==> src/rtl/serial_subtractor_pkg.sv <==
// serial_subtractor_pkg: shared FSM state type and digit-count helpers for the serial subtractor
package serial_subtractor_pkg;

    typedef enum logic {IDLE, RUN} state_t;

    function automatic int calc_ndig(input int data_w, input int digit_w);
        return data_w / digit_w;
    endfunction

    function automatic int calc_cnt_w(input int ndig);
        return (ndig > 1) ? $clog2(ndig) : 1;
    endfunction

endpackage

==> src/rtl/serial_subtractor_full_subtractor.sv <==
// full_subtractor: 1-bit borrow-ripple cell computing a - b - bin
module full_subtractor (
    input  logic a,
    input  logic b,
    input  logic bin,
    output logic d,
    output logic bout
);

    assign d    = a ^ b ^ bin;
    assign bout = (~a & b) | (~(a ^ b) & bin);

endmodule

==> src/rtl/serial_subtractor.sv <==
// serial_subtractor: multi-cycle a - b, DIGIT_WIDTH bits per cycle LSD first; SERIAL_SUB_OVERFLOW_EN adds out_overflow
module serial_subtractor
    import serial_subtractor_pkg::*;
#(
    parameter int DATA_WIDTH  = 32,
    parameter int DIGIT_WIDTH = 8
) (
    input  logic                  clk,
    input  logic                  rst,
    input  logic                  enable,
    input  logic                  start,
    input  logic [DATA_WIDTH-1:0] in_sub_a,
    input  logic [DATA_WIDTH-1:0] in_sub_b,
    output logic [DATA_WIDTH-1:0] out_sub_result,
    output logic                  out_borrow,
    output logic                  busy,
    output logic                  done
`ifdef SERIAL_SUB_OVERFLOW_EN
    ,
    output logic                  out_overflow
`endif
);

    localparam int NDIG = calc_ndig(DATA_WIDTH, DIGIT_WIDTH);
    localparam int CW   = calc_cnt_w(NDIG);

    state_t                 state;
    logic [CW-1:0]          cnt;
    logic [DATA_WIDTH-1:0]  a_r;
    logic [DATA_WIDTH-1:0]  b_r;
    logic                   borrow;
    logic [DIGIT_WIDTH-1:0] a_dig;
    logic [DIGIT_WIDTH-1:0] b_dig;
    logic [DIGIT_WIDTH-1:0] d_dig;
    logic [DIGIT_WIDTH:0]   bc;
    logic                   last;

    assign last  = cnt == CW'(NDIG - 1);
    assign bc[0] = borrow;

    // select the operand digits addressed by the digit counter
    always_comb begin
        a_dig = '0;
        b_dig = '0;
        for (int i = 0; i < NDIG; i++) begin
            if (cnt == CW'(i)) begin
                a_dig = a_r[i*DIGIT_WIDTH +: DIGIT_WIDTH];
                b_dig = b_r[i*DIGIT_WIDTH +: DIGIT_WIDTH];
            end
        end
    end

    for (genvar g = 0; g < DIGIT_WIDTH; g++) begin : g_cell
        full_subtractor u_fs (
            .a   (a_dig[g]),
            .b   (b_dig[g]),
            .bin (bc[g]),
            .d   (d_dig[g]),
            .bout(bc[g+1])
        );
    end

    // control FSM plus registered operands, result digits, borrow and handshake outputs
    always_ff @(posedge clk or posedge rst) begin
        if (rst) begin
            state          <= IDLE;
            cnt            <= '0;
            a_r            <= '0;
            b_r            <= '0;
            borrow         <= 1'b0;
            out_sub_result <= '0;
            out_borrow     <= 1'b0;
            busy           <= 1'b0;
            done           <= 1'b0;
`ifdef SERIAL_SUB_OVERFLOW_EN
            out_overflow   <= 1'b0;
`endif
        end else if (enable) begin
            done <= 1'b0;
            case (state)
                IDLE: begin
                    if (start) begin
                        a_r    <= in_sub_a;
                        b_r    <= in_sub_b;
                        borrow <= 1'b0;
                        cnt    <= '0;
                        busy   <= 1'b1;
                        state  <= RUN;
                    end
                end
                RUN: begin
                    for (int i = 0; i < NDIG; i++)
                        if (cnt == CW'(i)) out_sub_result[i*DIGIT_WIDTH +: DIGIT_WIDTH] <= d_dig;
                    borrow <= bc[DIGIT_WIDTH];
                    cnt    <= last ? '0 : cnt + 1'b1;
                    if (last) begin
                        state      <= IDLE;
                        busy       <= 1'b0;
                        done       <= 1'b1;
                        out_borrow <= bc[DIGIT_WIDTH];
`ifdef SERIAL_SUB_OVERFLOW_EN
                        out_overflow <= (a_r[DATA_WIDTH-1] != b_r[DATA_WIDTH-1]) &&
                                        (d_dig[DIGIT_WIDTH-1] != a_r[DATA_WIDTH-1]);
`endif
                    end
                end
                default: state <= IDLE;
            endcase
        end
    end

endmodule

==> config.mk <==
export PLATFORM = sky130hd
export DESIGN_NAME = serial_subtractor
export DESIGN_NICKNAME = d
export VERILOG_FILES = /design/src/rtl/serial_subtractor_pkg.sv /design/src/rtl/serial_subtractor_full_subtractor.sv /design/src/rtl/serial_subtractor.sv
export SDC_FILE = /design/constraint.sdc
export NUM_CORES = 1
export LEC_CHECK = 0
export ABC_CLOCK_PERIOD_IN_PS = 7400
export BUFFER_PORTS_ARGS = -buffer_cell sky130_fd_sc_hd__clkbuf_2
export CORE_AREA = 2 2 105 107
export DETAILED_ROUTE_END_ITERATION = 8
export DIE_AREA = 0 0 107 109
export PLACE_DENSITY = 0.69
export SETUP_SLACK_MARGIN = 0.4
export SYNTH_ARGS = -nofsm -noshare
export SYNTH_HDL_FRONTEND = slang
export SYNTH_HIERARCHICAL = 1
export SYNTH_SLANG_ARGS = --single-unit
==> constraint.sdc <==
create_clock -name clk -period 7.4 [get_ports clk]
set_input_delay 1.11 -clock clk [delete_from_list [all_inputs] [get_ports clk]]
set_output_delay 1.11 -clock clk [all_outputs]
set_load 0.02 [all_outputs]
==> run summary, run 1 <==
Setup total negative slack on the finished layout was measured at 0 ns. The number of top-level pins is 103. Detailed routing placed a total of 469 microns of wire on met3. Critical register-to-register path endpoint: out_sub_result[23].

The tools report the number of detailed-route iterations in the first pass as 4. The cell sitting at the root of the clock tree is a sky130_fd_sc_hd__clkbuf_8. After technology mapping, the gate count stands at 341. The quantity of hold-fixing buffers added after cts came out at 0. The detailed-route wire length on metal 1 was 4.844 mm; the net count after synthesis was 421. In the routed design, unresolved DRC markers number 0. After detailed placement, the total cell area comes to 0.005453 sq mm. The setup check on the worst reg-to-reg path leaves a slack of 1.33 ns.

Clock-pin slew was measured on the worst setup and hold paths at 0.10 ns. STA classifies the critical path endpoint as a flop. After the first detailed-routing iteration, the DRC count stood at 106.

Share of synthesized flip-flops with an asynchronous set or reset: 1.000. Among all stages on the critical path, the largest delay is contributed by sky130_fd_sc_hd__fa_1. Counting instances, the worst hold path has a depth of 2. The run gives 6 as the number of warnings printed during yosys synthesis. For the maximum vdd ir drop, the log shows 220.9 uV. Hold is met by 0.5046 ns. Wire segments on met2 add up to 4.406 mm in the final route. The CTS H-tree depth was 3; the logic depth of the worst path, buffers included was 29. The via count of the first global-routing pass came out at 2971.

The logs give 0.004863 sq mm for the area of the mapped netlist and 0 for the number of pins with negative max-slew slack in the final report. Based on the critical path, the design can be clocked at up to 164.8 MHz. The internal portion of the total power is 1.744 mW. Kind of cell adding the most delay to the critical path: adder cells.

In the final design database the tool counted 520 nets. The cell with the most instances after synthesis is sky130_fd_sc_hd__dfrtp_1. The count of nets left with antenna violations once routing finished came out at 0. Entering global routing, the biggest net connects 66 pins.

The headroom to the max-slew limit was 0.2699; the number of buffer and inverter stages on the critical path was 16. The finished cells cover 0.005637 sq mm. Reg-to-reg startpoint: cnt[1]. The number of gates resized after cts is 0, and the total inserted antenna cells is 0. The tools report the initial core utilization as 0.4587.

The beginning of the worst hold path is busy. Sorting the synthesized cells by how often they occur yields sky130_fd_sc_hd__dfrtp_1, sky130_fd_sc_hd__mux2_2, sky130_fd_sc_hd__mux2_4. The portion of total power attributed to sequential cells was 0.351. The number of synthesized flops with an enable pin is 0, and the worst clock skew is 0.02250 ns. The fraction of power spent switching nets was 0.4047.

The run finished with clean final reports. TritonCTS built the clock tree. The total global routing track utilization is 0.1779, and the number of clock sinks is 103. For the combinational group share of total power, the log shows 0.535. The post-CTS setup repair buffer count was 0; the power density of the placed cells was 519.8 mW/mm^2. The top cell type's share of synthesized area came out at 0.5300. Summed over all nets, the half-perimeter wirelength after detailed placement is 7.203 mm. Summed over all nets, the switching power comes to 1.186 mW. For the share of total power in the clock network, the log shows 0.115. The portion of the post-synthesis area used by sequential elements came out at 0.5300. The width of the chip is 107 microns, and the fraction of layout instances using a drive strength above 1 is 0.5079. The top layer used by detailed routing is met4. Dividing the detail-routed via count by the number of cells gives 5.026. The later pin in the worst-skew pair is clocked with a latency of 0.37 ns. No sink is reached through more buffers than the 2 on the longest clock path.

The critical path in this run is classified as flop to flop. The initial antenna violation count was 0; the area growth from synthesis to layout was 15.90%. STA classifies the critical path startpoint as a flop. The worst hold path terminates at busy. Data on the critical path arrives at its endpoint at 6.31 ns. The design draws 2.930 mW.

The number of clock buffers inserted by TritonCTS is 9, and the pre-CTS setup slack is 1.390 ns. Die area: 0.01166 sq mm. The share of the core filled with cells in the final layout is 0.5316. Including well taps, the total number of placed cells is 569. Height of the die: 109 microns. The finished layout holds 585 standard cells, fillers aside. Of all nets on the critical path, the largest fanout is 19. After synthesis, the cell types taking the most area are sky130_fd_sc_hd__dfrtp_1, sky130_fd_sc_hd__mux2_4, sky130_fd_sc_hd__mux2_2. At the pin with the least slew margin, the transition time is 1.095 ns. The first-pass GRT wire length is 15.86 mm. Most area-hungry cell type in the Yosys netlist: sky130_fd_sc_hd__dfrtp_1. The total global routing overflow is 0, and the reported leakage power is 2.872 nW. After floorplanning, the core was sized to cover 0.01060 sq mm. The least setup slack across all paths after layout was 1.333 ns. Counting distinct cell types in the post-synthesis netlist gives 27. Row generation in the floorplan step produced 38 rows. The total vias in the final route was 2940; the synthesis-stage register bit count was 103. The biggest cell delay along the critical path is 0.48 ns.

The final period utilization is 0.8198. The final setup violation count came out at 0. The routed design could run at a clock period as short as 6.067 ns. The mean cell area of the mapped netlist is 14.26 sq um.

Setup repair after global routing left no endpoint under its margin. After detailed routing, the average wire length per cell comes to 16.79 microns. The tools report the routed wire length as 9.824 mm.

The worst reg2reg path depth works out to 29. The most numerous cell on the critical path was sky130_fd_sc_hd__inv_1. The number of input and output port buffers inserted came out at 102. Worst min-delay path class: flop to flop. Among all flip-flop cells after synthesis, the most frequent one is sky130_fd_sc_hd__dfrtp_1.

At the end of routability-driven placement, the weighted congestion stood at 0.8133. At the worst endpoint, the required time is 7.64 ns. The tools report the total of max-cap violations as 0. The count of final hold-check violations came out at 0.
==> final cells by class <==
class,instances,area (sq um)
clock inverters,7,60.06
clock buffers,9,123.9
inverters,43,163.9
repair buffers,107,548.0
flip-flops and latches,103,2577
multi-input cells,176,1988
fillers,908,4966
well taps,140,175.2
==> per-layer routing <==
layer	track usage	vias to the layer above
met3	0.03646	8
met2	0.2693	85
met1	0.2600	1464
met5	0	-
met4	0.05288	0
li1	-	1383
==> state kept, by name, summed over array words and instances, names as in the netlist <==
register        cells
out_sub_result     32
a_r                32
b_r                32
done                1
busy                1
state               1
out_borrow          1
cnt                 2
borrow              1
==> placed cells by master (no fill, tap or decap), types with 2 or more instances in the layout <==
cell type and instances:
sky130_fd_sc_hd__a21oi_1 2, sky130_fd_sc_hd__a221oi_1 15, sky130_fd_sc_hd__a22o_1 2, sky130_fd_sc_hd__a22oi_1 15, sky130_fd_sc_hd__buf_4 5, sky130_fd_sc_hd__clkbuf_2 102
sky130_fd_sc_hd__clkbuf_8 9, sky130_fd_sc_hd__dfrtp_1 103, sky130_fd_sc_hd__fa_1 8, sky130_fd_sc_hd__ha_1 4, sky130_fd_sc_hd__inv_1 42, sky130_fd_sc_hd__inv_6 4
sky130_fd_sc_hd__mux2_2 49, sky130_fd_sc_hd__mux2_4 49, sky130_fd_sc_hd__nand2_1 3, sky130_fd_sc_hd__nand2_2 3, sky130_fd_sc_hd__nand3b_1 2, sky130_fd_sc_hd__nor3b_1 15
sky130_fd_sc_hd__o21ai_0 2
==> kinds of logic (layout without fill, tap and decap cells) <==
kind of cell / Yosys count / after routing / share of synthesized area
DFF: 103 / 103 / 0.5300
adders and majority gates: 12 / 12 / 0.04322
and+or+nand+nor: 28 / 28 / 0.03962
buffers and inverters: 62 / 166 / 0.06123
muxes: 99 / 99 / 0.2668
AOI/OAI and AO/OA: 37 / 37 / 0.05917
==> worst register-to-register path: cells and delay by family, from the launching register on <==
kind                       cells  cell delay, ns
DFF                            1            0.40
AOI/OAI and AO/OA              2            0.44
muxes                          1            0.28
buffers and inverters         16            0.92
and+or+nand+nor                1            0.43
adders and majority gates      9            3.47
==> worst max path at each step <==
| stage | startpoint | slack [ns] | to |
|---|---|---|---|
| finish | cnt[1] | 1.33 | out_sub_result[23] |
| global route | cnt[1] | 0.99 | out_sub_result[23] |
| floorplan | cnt[0] | 2.13 | out_sub_result[15] |
| detailed placement | cnt[1] | 1.39 | out_sub_result[31] |
| CTS | cnt[1] | 1.35 | out_sub_result[23] |
| global placement | cnt[1] | 1.59 | out_sub_result[31] |
==> power by group through the flow <==
stage	Sequential [mW]	Combinational, mW	Clock [mW]
finish	1.03	1.57	0.336
global placement	1.03	1.52	0
CTS	1.03	1.58	0.343
global route	1.06	1.73	0.367
floorplan	1.10	1.06	0
detailed placement	1.04	1.58	0
No activity file was read; power rests on OpenSTA's default activity.
==> run 2: changes to the inputs <==
--- a/config.mk
+++ b/config.mk
@@ -5,7 +5,7 @@
 export SDC_FILE = /design/constraint.sdc
 export NUM_CORES = 1
 export LEC_CHECK = 0
-export ABC_CLOCK_PERIOD_IN_PS = 7400
+export ABC_CLOCK_PERIOD_IN_PS = 5950
 export BUFFER_PORTS_ARGS = -buffer_cell sky130_fd_sc_hd__clkbuf_2
 export CORE_AREA = 2 2 105 107
 export DETAILED_ROUTE_END_ITERATION = 8
==> constraint.sdc (replaced) <==
create_clock -name clk -period 5.95 [get_ports clk]
set_input_delay 0.8925 -clock clk [delete_from_list [all_inputs] [get_ports clk]]
set_output_delay 0.8925 -clock clk [all_outputs]
set_load 0.02 [all_outputs]
==> run 2 against run 1 <==
Flip-flop and latch count unchanged. Routed wire length up 5.5%. First-iteration DRC count grew 11%. Largest power group unchanged.
==> run summary, run 2 (synthesized netlist as in run 1, its figures left out) <==
The first-pass GRT wire length is 16.37 mm (+3.2%), and the CTS H-tree depth is 3 (unchanged). Final period utilization: 0.8950 (+0.07511). The library cells used most frequently in the layout, excluding fill and tap cells, are sky130_fd_sc_hd__dfrtp_1, sky130_fd_sc_hd__clkbuf_2, sky130_fd_sc_hd__mux2_4. For the via count of the first global-routing pass, the log shows 3106 (+4.5%).

The post-layout instance count excluding filler cells came out at 591 (+1.0%). The total global routing track utilization came out at 0.1848 (+0.006923). The most numerous cell type found on the critical path is sky130_fd_sc_hd__inv_1.

Number of placed instances with taps included: 573 (+0.70%). The run gives 118 (+11%) as the initial DRC count. The worst setup path is launched from a flop. The number of remaining DRC errors was 0 (unchanged); the placer congestion estimate was 0.8683 (+6.8%).

The clock latency at the later pin of the worst-skew pair is 0.37 ns (about the same), and the routed wire length is 10.37 mm (+5.5%). The reported leakage power is 2.889 nW (+0.57%), and the maximum vdd ir drop is 268.1 uV (+21%). For the power after layout, the log shows 3.733 mW (+27%). The worst min-delay path class was flop to flop. The biggest cell delay along the critical path was 0.48 ns (about the same). The minimum clock period was 5.325 ns (-0.7419 ns). The total of max-cap violations is 0 (unchanged), and the required time of the worst setup path is 6.20 ns (-1.44 ns). Relative to the synthesized area, the layout overhead comes to 18.21%. Number of nets with antenna violations after routing: 0 (unchanged). The worst setup path is of the flop to flop kind.

The top fanout value on the critical path works out to 4 (-15). Number of buffer and inverter stages on the critical path: 16 (unchanged). Setup repair after global routing left no endpoint under its margin.

The power density of the placed cells works out to 649.3 mW/mm^2 (+25%). The tools report the number of top-level pins as 103 (unchanged). The kind of capture point of the worst setup path is a flop. The run gives 0 (unchanged) as the initial antenna violation count. Width of the chip: 107 microns (unchanged). The logs give 187.8 MHz (+14%) for the achievable frequency and 0.01060 sq mm (unchanged) for the core area.

For the post-layout net count, the log shows 526 (+1.2%). The initial core utilization came out at 0.4587 (unchanged). For the number of clock sinks, the log shows 103 (unchanged). Buffer cell driving the clock tree root: sky130_fd_sc_hd__clkbuf_8.

The total global routing overflow was 0 (unchanged). For the count of final hold-check violations, the log shows 0 (unchanged). The largest net degree at the start of global routing was 54 (-18%); the worst clock skew was 0.01755 ns (-0.004952 ns). The register clock-pin slew on the reported worst setup and hold paths was 0.11 ns (about the same); the arrival time of the worst setup path was 5.57 ns (-0.74 ns). The run gives 9 (unchanged) as the number of clock buffers inserted by TritonCTS.

On the critical path, the stage with the largest delay is an instance of sky130_fd_sc_hd__dfrtp_2. The mean number of vias per cell came out at 5.066 (+0.80%). The run gives 0 (unchanged) as the total inserted antenna cells. The tools report the die area as 0.01166 sq mm (unchanged). Slew at the pin closest to its max-slew limit: 0.7325 ns (-0.3626 ns).

TritonCTS built the clock tree. The number of input and output port buffers inserted was 102 (unchanged). The total vias in the final route was 2994 (+1.8%). The logs give 4 (unchanged) for the number of detailed-route iterations in the first pass and 38 (unchanged) for the number of placement rows. The accumulated negative setup slack was 0 ns (unchanged). Final setup violation count: 0 (unchanged). The run finished with clean final reports. Among cell families on the critical path, the largest total delay comes from adder cells.

The height of the die is 109 microns (unchanged). The post-detailed-placement half-perimeter wirelength came out at 7.704 mm (+6.9%). In the final layout, the registers with the most flip-flops are a_r x32, b_r x32, out_sub_result x32.

The logs give 0 (unchanged) for the number of pins with negative max-slew slack in the final report and 0 (unchanged) for the quantity of hold-fixing buffers added after cts. The deepest clock path buffer count came out at 2 (unchanged). The headroom to the max-slew limit came out at 0.5116 (+0.2417). The fraction of layout instances using a drive strength above 1 is 0.5455 (+0.03759), and the wire length per cell after detailed routing is 17.54 microns (+4.5%).
run 2: area by class of cell:
cell class,instances,area (sq um)
Fill cell,920,4853
Sequential cell,103,2579
Timing Repair Buffer,113,593.1
Tap cell,140,175.2
Clock inverter,7,56.30
Multi-Input combinational cell,176,2056
Inverter,43,166.4
Clock buffer,9,123.9
run 2: routing by layer:
| layer | vias to the layer above | share of wire | track usage |
|---|---|---|---|
| li1 | 1393 | - | - |
| met1 | 1512 | 0.48 | 0.2631 |
| met2 | 84 | 0.47 | 0.2912 |
| met3 | 5 | 0.041 | 0.03108 |
| met4 | 0 | 0.0088 | 0.05844 |
| met5 | - | 0 | 0 |
run 2: worst register-to-register path: cells and delay by family (launching register included):
| family | cells | cell delay (ns) |
|---|---|---|
| adders and majority gates | 9 | 3.01 |
| buffers and inverters | 16 | 0.92 |
| and+or+nand+nor | 1 | 0.16 |
| AOI/OAI and AO/OA | 2 | 0.34 |
| muxes | 1 | 0.29 |
| DFF | 1 | 0.48 |
run 2: stage by stage:
step / util / hold WS [ns] / instance area [sq um] / worst slack (ns)
6_report: 0.5422 / 0.4990 / 5749 / 0.6250
5_1_grt: 0.5422 / 0.5239 / 5749 / 0.4018
4_1_cts: 0.5343 / 0.5032 / 5665 / 0.4100
3_5_place_dp: 0.5171 / 0.4776 / 5483 / 0.3274
3_3_place_gp: 0.5171 / 0.4791 / 5483 / 0.5543
2_1_floorplan: - / 0.4658 / 4863 / 0.6843
run 2: worst paths after layout:
path / from / end / slack, ns / cells after the start
setup / recovery: cnt[0] / out_sub_result[31] / 0.63 / 29
hold / removal: busy / busy / 0.50 / 2
setup reg to reg: cnt[0] / out_sub_result[31] / 0.63 / 29
hold reg to reg: busy / busy / 0.50 / 2
max in group asynchronous: rst / a_r[23] / 4.24 / 3
min in group asynchronous: rst / busy / 0.58 / 2
run 2: power breakdown:
group | switching (mW) | internal (mW) | total, mW | leakage [nW]
Sequential | 0.222 | 1.06 | 1.28 | 1.23
Clock | 0.252 | 0.157 | 0.409 | 0.0838
Combinational | 1.03 | 1.01 | 2.04 | 1.57
Total | 1.51 | 2.23 | 3.73 | 2.89
run 2: timing repair:
action                                  CTS  global route
pin swaps                                 0             3
resized for setup                         1            18
gates cloned                              0             0
buffers inserted                          0             2
endpoints found under the setup margin    4             6
==> run 3: changes to the inputs <==
--- a/config.mk
+++ b/config.mk
@@ -5,12 +5,12 @@
 export SDC_FILE = /design/constraint.sdc
 export NUM_CORES = 1
 export LEC_CHECK = 0
-export ABC_CLOCK_PERIOD_IN_PS = 5950
+export ABC_CLOCK_PERIOD_IN_PS = 4600
 export BUFFER_PORTS_ARGS = -buffer_cell sky130_fd_sc_hd__clkbuf_2
 export CORE_AREA = 2 2 105 107
 export DETAILED_ROUTE_END_ITERATION = 8
 export DIE_AREA = 0 0 107 109
-export PLACE_DENSITY = 0.69
+export PLACE_DENSITY = 0.72
 export SETUP_SLACK_MARGIN = 0.4
 export SYNTH_ARGS = -nofsm -noshare
 export SYNTH_HDL_FRONTEND = slang
==> constraint.sdc (replaced) <==
create_clock -name clk -period 4.6 [get_ports clk]
set_input_delay 0.69 -clock clk [delete_from_list [all_inputs] [get_ports clk]]
set_output_delay 0.69 -clock clk [all_outputs]
set_load 0.02 [all_outputs]
==> run 3 against run 2 <==
The run now ends with negative setup slack left. Count of clock-buffer cells in the layout up 2. Final cell count rose by 2.0%. Combinational power is 43% higher. Maximum frequency up 6.8%. Largest cell class unchanged. Largest power group unchanged.
==> run summary, run 3 (synthesized netlist as in run 1, its figures left out) <==
The top cell types in the final layout, fill and taps aside, are sky130_fd_sc_hd__dfrtp_1, sky130_fd_sc_hd__clkbuf_2, sky130_fd_sc_hd__mux2_4. Setup repair after global routing could not meet its margin everywhere. The width of the chip came out at 107 microns (unchanged).

The final period utilization came out at 1.084 (+0.1892). The flow ran to the end, but the final reports show violations. The share of the core filled with cells in the final layout was 0.5605 (+0.01829); the largest net degree at the start of global routing was 55 (+1.9%). The logs give 103 (unchanged) for the number of top-level pins and 7 (+7) for the final setup violation count. The tools report the total vias in the final route as 3062 (+2.3%). The slew at the pin closest to its max-slew limit came out at 0.9273 ns (+0.1948 ns). The worst hold path belongs to the class input port to async pin. The tools report the count of final hold-check violations as 0 (unchanged). Mean number of vias per cell: 5.078 (+0.24%). The number of detailed-route iterations in the first pass was 4 (unchanged); the fraction of layout instances using a drive strength above 1 was 0.5983 (+0.05282). The headroom to the max-slew limit was 0.3799 (-0.1317); the number of clock sinks was 103 (unchanged).

Number of placement rows: 38 (unchanged). The total global routing track utilization is 0.1880 (+0.003198). The top fanout value on the critical path is 4 (unchanged), and the required time of the worst setup path is 4.86 ns (-1.34 ns). The worst clock skew is 0.01072 ns (-0.006837 ns), and the total global routing overflow is 0 (unchanged). The register clock-pin slew on the reported worst setup and hold paths is 0.09 ns (-0.02 ns). Most numerous cell on the critical path: sky130_fd_sc_hd__inv_2. The kind of capture point of the worst setup path is a flop. The initial DRC count is 108 (-8.5%), and the portion of total power attributed to sequential cells is 0.321 (-0.023). The maximum vdd ir drop was 441.3 uV (+65%); the core area was 0.01060 sq mm (unchanged). The wire length per cell after detailed routing was 17.31 microns (-1.4%).

The clock latency at the later pin of the worst-skew pair was 0.37 ns (about the same); the total of max-cap violations was 0 (unchanged). The least setup slack across all paths after layout is -0.3872 ns (-1.012 ns). The worst hold slack was 0.3947 ns (-0.1043 ns); the worst reg2reg path depth was 29 (unchanged). The run gives 3 (unchanged) as the CTS H-tree depth. The worst register-to-register path begins at cnt[0].

The minimum clock period is 4.987 ns (-0.3378 ns). For the number of nets with antenna violations after routing, the log shows 0 (unchanged). The die area came out at 0.01166 sq mm (unchanged).

The tools report the critical path startpoint category as a flop. The logs give 3.191 mW (+43%) for the internal power and 3.002 nW (+3.9%) for the reported leakage power. The fraction of power spent switching nets works out to 0.3884 (-0.01528). The run gives 9 (unchanged) as the number of clock buffers inserted by TritonCTS.

The buffer cell driving the clock tree root is sky130_fd_sc_hd__clkbuf_8. The initial core utilization was 0.4587 (unchanged); the biggest cell delay along the critical path was 0.45 ns (-0.03 ns). Height of the die: 109 microns (unchanged). The number of remaining DRC errors is 0 (unchanged), and the number of input and output port buffers inserted is 102 (unchanged).

The total inserted antenna cells came out at 0 (unchanged). In the final layout, the registers with the most flip-flops are a_r x32, b_r x32, out_sub_result x32. The via count of the first global-routing pass is 3240 (+4.3%).

For the first-pass GRT wire length, the log shows 16.64 mm (+1.6%). The deepest clock path buffer count was 2 (unchanged). The tools report the initial antenna violation count as 0 (unchanged). The critical path in this run is classified as flop to flop.

The share of total power in the clock network came out at 0.119 (+0.009). The logs give 2.027 mW (+34%) for the net switching power and 5.24 ns (-0.33 ns) for the arrival time of the worst setup path. Compared with the post-synthesis result, the final layout area differs by 22.20%.

The placer congestion estimate came out at 0.8588 (-1.1%). The logs give 0 (unchanged) for the number of pins with negative max-slew slack in the final report and 538 (+2.3%) for the post-layout net count. For the combinational group share of total power, the log shows 0.560 (+0.014).

The run gives 7.782 mm (+1.0%) as the post-detailed-placement half-perimeter wirelength. TritonCTS built the clock tree. For the routed wire length, the log shows 10.44 mm (+0.65%).

The final reports fail on negative setup slack. The register-to-register setup slack was -0.39 ns (-1.01 ns); the power density of the placed cells was 878.0 mW/mm^2 (+35%). On the critical path, the stage with the largest delay is an instance of sky130_fd_sc_hd__dfrtp_2. The endpoint identified for the worst register-to-register timing path is out_sub_result[15]. The tools report the achievable frequency as 200.5 MHz (+6.8%).
## run 3: cell count changes in the layout (fill, tap and decap cells not counted), moves of 2 or more
| cell | delta |
|---|---|
| sky130_fd_sc_hd__fa_2 | +4 |
| sky130_fd_sc_hd__buf_4 | +11 |
| sky130_fd_sc_hd__mux2_2 | -8 |
| sky130_fd_sc_hd__inv_2 | +16 |
| sky130_fd_sc_hd__mux2_4 | +8 |
| sky130_fd_sc_hd__inv_1 | -15 |
| sky130_fd_sc_hd__bufinv_16 | +2 |
| sky130_fd_sc_hd__clkinvlp_4 | -2 |
| sky130_fd_sc_hd__fa_1 | -4 |
## run 3: critical path, delay by kind of cell, from the launching register on
family / cells / cell delay (ns)
buffers and inverters: 16 / 0.81
DFF: 1 / 0.45
adders and majority gates: 9 / 2.87
muxes: 1 / 0.28
AOI/OAI and AO/OA: 2 / 0.31
and+or+nand+nor: 1 / 0.17
## run 3: power by group through the flow
stage	Combinational, mW	Clock, mW	Sequential, mW
4_1_cts	2.84	0.631	1.67
3_3_place_gp	2.62	0	1.66
6_report	2.92	0.623	1.68
3_5_place_dp	2.71	0	1.68
2_1_floorplan	1.81	0	1.77
5_1_grt	3.18	0.674	1.72
## run 3: stage by stage
step / instance area, sq um / TNS, ns / cells / total power [mW] / setup slack [ns]
after floorplan: 4920 / -1.482 / 341 / 3.578 / -0.3395
after global placement: 5587 / -1.666 / 583 / 4.273 / -0.3670
after detailed placement: 5587 / -2.838 / 583 / 4.385 / -0.5129
after CTS: 5919 / -1.805 / 602 / 5.135 / -0.3884
after global routing: 5943 / -3.660 / 603 / 5.579 / -0.5877
final: 5943 / -1.824 / 603 / 5.218 / -0.3872
## run 3: worst max path at each step
stage	start	slack (ns)	cells after the start	to
after CTS	cnt[0]	-0.39	29	out_sub_result[15]
after detailed placement	cnt[0]	-0.51	29	out_sub_result[23]
after global placement	cnt[0]	-0.37	28	out_sub_result[15]
final	cnt[0]	-0.39	29	out_sub_result[15]
after floorplan	cnt[0]	-0.34	30	out_sub_result[15]
after global routing	cnt[0]	-0.59	29	out_sub_result[15]
## run 3: routing by layer
metal / GRT usage / wire length, microns / up-vias
li1: - / - / 1418
met1: 0.2611 / 4998 / 1541
met2: 0.2985 / 4841 / 90
met3: 0.04005 / 473 / 13
met4: 0.05751 / 123 / 0
met5: 0 / 0 / -
## run 3: area by class of cell
type                    count  area, sq um
flip-flops and latches    103         2579
repair buffers            125        686.9
multi-input cells         176         2116
well taps                 140        175.2
clock buffers              11        141.4
clock inverters             5        81.33
inverters                  43        163.9
fillers                   871         4659
## run 3: repair_timing
item / 4_1_cts / 5_1_grt
gates cloned: 0 / 0
pin swaps: 3 / 0
setup buffers: 3 / 1
resized for setup: 23 / 12
hold buffers: 0 / 0
setup endpoints to repair: 14 / 14
